File: src/rtl/sync_fifo.sv
// Single-clock FIFO with registered read data and full/empty flags.
// Define SYNC_FIFO_ERR_FLAGS_EN to add sticky overflow/underflow outputs.
module sync_fifo #(
    parameter int DATA_WIDTH = 32,
    parameter int DEPTH      = 32,
    localparam int ADDR_WIDTH = $clog2(DEPTH)
) (
    input  logic                  clk,
    input  logic                  rst,
    input  logic                  w_en,
    input  logic                  r_en,
    input  logic [DATA_WIDTH-1:0] data_in,
    output logic [DATA_WIDTH-1:0] data_out,
    output logic                  full,
    output logic                  empty
`ifdef SYNC_FIFO_ERR_FLAGS_EN
    ,
    output logic                  overflow,
    output logic                  underflow
`endif
);

    localparam logic [ADDR_WIDTH:0] PTR_INC = {{ADDR_WIDTH{1'b0}}, 1'b1};

    logic [DATA_WIDTH-1:0] mem [DEPTH];
    logic [ADDR_WIDTH:0]   wptr;
    logic [ADDR_WIDTH:0]   rptr;
    logic                  read_ok;
    logic                  write_ok;

    // The extra wrap bit separates full (same index, different lap) from empty.
    assign empty = (wptr == rptr);
    assign full  = (wptr[ADDR_WIDTH] != rptr[ADDR_WIDTH]) &&
                   (wptr[ADDR_WIDTH-1:0] == rptr[ADDR_WIDTH-1:0]);

    assign read_ok  = r_en && !empty;
    assign write_ok = w_en && (!full || read_ok);

    always_ff @(posedge clk) begin
        if (!rst) begin
            wptr     <= '0;
            rptr     <= '0;
            data_out <= '0;
        end else begin
            if (write_ok) begin
                wptr <= wptr + PTR_INC;
            end
            if (read_ok) begin
                data_out <= mem[rptr[ADDR_WIDTH-1:0]];
                rptr     <= rptr + PTR_INC;
            end
        end
    end

    // Storage is never cleared; reset only blocks the write in its own cycle.
    always_ff @(posedge clk) begin
        if (rst && write_ok) begin
            mem[wptr[ADDR_WIDTH-1:0]] <= data_in;
        end
    end

`ifdef SYNC_FIFO_ERR_FLAGS_EN
    always_ff @(posedge clk) begin
        if (!rst) begin
            overflow  <= 1'b0;
            underflow <= 1'b0;
        end else begin
            if (w_en && full && !read_ok) begin
                overflow <= 1'b1;
            end
            if (r_en && empty) begin
                underflow <= 1'b1;
            end
        end
    end
`endif

endmodule

File: config.mk
export PLATFORM = sky130hd
export DESIGN_NAME = sync_fifo
export DESIGN_NICKNAME = d
export VERILOG_FILES = /design/src/rtl/sync_fifo.sv
export SDC_FILE = /design/constraint.sdc
export NUM_CORES = 1
export LEC_CHECK = 0
export CAP_MARGIN = 10
export CORE_MARGIN = 10
export CORE_UTILIZATION = 60
export CTS_CLUSTER_SIZE = 12
export DETAILED_ROUTE_END_ITERATION = 16
export PLACE_DENSITY_LB_ADDON = 0.2
export SLEW_MARGIN = 5
export SYNTH_ARGS = -nofsm -noshare
export SYNTH_HDL_FRONTEND = slang
export SYNTH_SLANG_ARGS = --single-unit
File: constraint.sdc
create_clock -name clk -period 4.4 [get_ports clk]
set_input_delay 0.88 -clock clk [delete_from_list [all_inputs] [get_ports clk]]
set_output_delay 0.88 -clock clk [all_outputs]
set_load 0.03 [all_outputs]
==> flow_summary.toml <==
[run_status]
outcome = "finished, final reports clean"

[clock_network]
cts.repair.resized = 0
path_clk_slew_ns = 0.06
htreeDepth = 3
postCtsSetupBuffers = 0
clockBufferDepth = 3
clkSinkCount = 1068
tritoncts = "done"
cts.hold.buffers_added = 0
cts_inserted_buffers = 104
clk-insertion-delay-late_ns = 0.66
cts-root-buf = "clkbuf_16"

[global_route]
grt-ovfl-total = 0
grt_max_degree = 116
grt_pass1_vias = 19570
antenna_found_initial = 1
grt_pass1_wl_um = 133000
track_usage_pct = 23.28

[floorplan]
die_x_um = 279.6
start_util_pct = 60.31
row_count = 95
die_y_um = 279.6
core-area_mm2 = 0.06704
dieArea_mm2 = 0.07817
io_pins = 70

[worst_setup_path]
worst_r2r_endpoint = "data_out[0]"
worstPathRequired_ns = 3.52
critical_path_class = "flip-flop to primary output"
r2r_slack_ns = 1.40
crit_fanout = 9
ff2ff_path_depth = 5
cp_cell_sequence = "xnor2_1 -> nand3_2 -> or2_2 -> nor2b_1 -> clkdlybuf4s50_1"
arrival_ns = 2.84
max_stage_delay_ns = 0.68
timing.rr.start = "rptr[0]"
worstSetupEndpointType = "primary output"
crit_slowest_cell = "dfxtp_1"
cp-start-kind = "flip-flop"

[synthesis]
synth_common_cells = "edfxtp_1, mux4_2, mux2i_1"
synth_edf_count = 1024
synth.distinct_cells = 43
synth_area_mm2 = 0.04043
syn-instance-count = 1877
yosys.area.top_type = "edfxtp_1"
ys_warn_count = 0
yosysTopAreaCellShare_pct = 76.05
synth_area_leaders = "edfxtp_1, mux4_2, mux2i_1"
synth_nets = 1918
yosysMostFrequentCell = "edfxtp_1"
synthArstFlopShare_pct = 0
synth_seq_area_share_pct = 78.23
yosys_register_bits = 1068
ys.flop_type = "edfxtp_1"
syn_avg_cell_area_um2 = 21.54

[run]
drv_cap = 0

[sta]
layout_worst_path_cycle_share_pct = 84.57
skew_ns = 0.02375
achievable-frequency_ghz = 0.2688
rsz0062_at_grt = "no"
period_needed_ns = 3.721
fin_setup_tns_ns = 0
maxSlewViolCount = 0
setup_ws_ns = 0.6791
setup_viol = 0
relSlewSlack_pct = 25.07
hold_slack_ns = 0.4794
worst_pin_slew_ns = 1.124
hold_viol = 0

[drt]
num_vias = 19490
drc_errors = 0
antenna_left = 0
drt-wirelength-per-cell_um = 30.33
drt_pre_antenna_iters = 5
via_per_inst = 6.534
drt_iter0_markers = 2372
wirelength_um = 90470

[pwr]
p_leak_uw = 0.01404
ir_drop_uv = 402.9
powerDensity_mw_per_mm2 = 479.2

[place]
gp_congestion = 0.8205
dp_hpwl_um = 54310
dpl_worst_slack_ns = 0.8641
io_buffer_count = 69

[min_path]
min_path_type = "flip-flop to flip-flop"
min_path_cells = 1
hold_end = "data_out[11]"
min_from = "data_out[11]"

[layout]
post-route-util_pct = 68.55
n_fill_cell = 4157
drive_gt1_share_pct = 21.91
layout.nets = 2060
regArea_mm2 = 0.03165
multi_input_area_mm2 = 0.008457
synthToLayoutAreaGrowth_pct = 13.66
placed cells by master (no fill, tap or decap), types with 7 or more instances in the layout:
cell type        Yosys  routed
mux4_2             192     192
nor2_1              46      11
clkdlybuf4s50_1      0      65
buf_4               14      63
a22oi_1             96      96
clkbuf_16            0     107
mux2i_1            130     130
dfxtp_1             44      40
a21oi_1             36      36
nor2_4               0      35
a211oi_1            32      32
nand2_1              9       9
edfxtp_1          1024    1024
buf_12               0      19
xnor2_1              7       7
o221ai_1            32      32
clkbuf_1            53      64
o22ai_1             33      33
a22o_1              32      32
clkbuf_8             0      18
critical path: cells and delay by family (launching register included):
kind | cells | cell delay [ns]
buf+inv | 1 | 0.68
simple gates | 3 | 0.64
flops | 1 | 0.68
xor+xnor | 1 | 0.20
per-layer routing:
layer / track usage (%) / routed length (µm) / vias up
met2: 34.50 / 41780 / 870
met3: 6.315 / 9593 / 99
met1: 34.41 / 37590 / 10270
li1: - / - / 8250
met5: 0 / 0 / -
met4: 5.613 / 1501 / 0
worst max-delay path by stage:
stage / endpoint / startpoint
4_1_cts: full / rptr[0]
6_report: full / rptr[3]
5_1_grt: empty / rptr[3]
3_3_place_gp: mem[29][6] / r_en
3_5_place_dp: mem[29][8] / r_en
2_1_floorplan: mem[15][0] / r_en
power breakdown:
group	switching [µW]	internal (µW)	leakage, µW
Clock	3530	4810	0.00155
Combinational	1350	1010	0.00291
Sequential	96.5	11200	0.00957
state kept, by name (all words and copies together) (netlist names):
signal / cells
data_out: 32
rptr: 6
wptr: 6
mem: 1024
stage by stage:
step	total power, µW	instance area, µm²	cells
after floorplan	13050	40430	1877
after global placement	13870	42750	2785
after detailed placement	13900	42750	2785
after CTS	22150	45960	2981
after global routing	22690	45960	2982
final	22020	45960	2983
cell families after synthesis:
group,after synthesis,share of synthesized area (%)
DFF,1068,78.23
muxes,322,13.91
AOI/OAI and AO/OA,270,4.929
buffers and inverters,119,1.560
and+or+nand+nor,82,0.9593
xor gates and xnor gates,11,0.2569
adders and majority gates,5,0.1547
final cells by class:
class	instances	area share, %
well taps	873	2.377
multi-input cells	690	18.40
clock buffers	189	6.888
inverters	3	0.02450
repair buffers	152	3.349
clock inverters	7	0.09801
flip-flops and latches	1068	68.86
diodes	1	0.005445
Note: power is estimated with default switching activity, not from simulation.
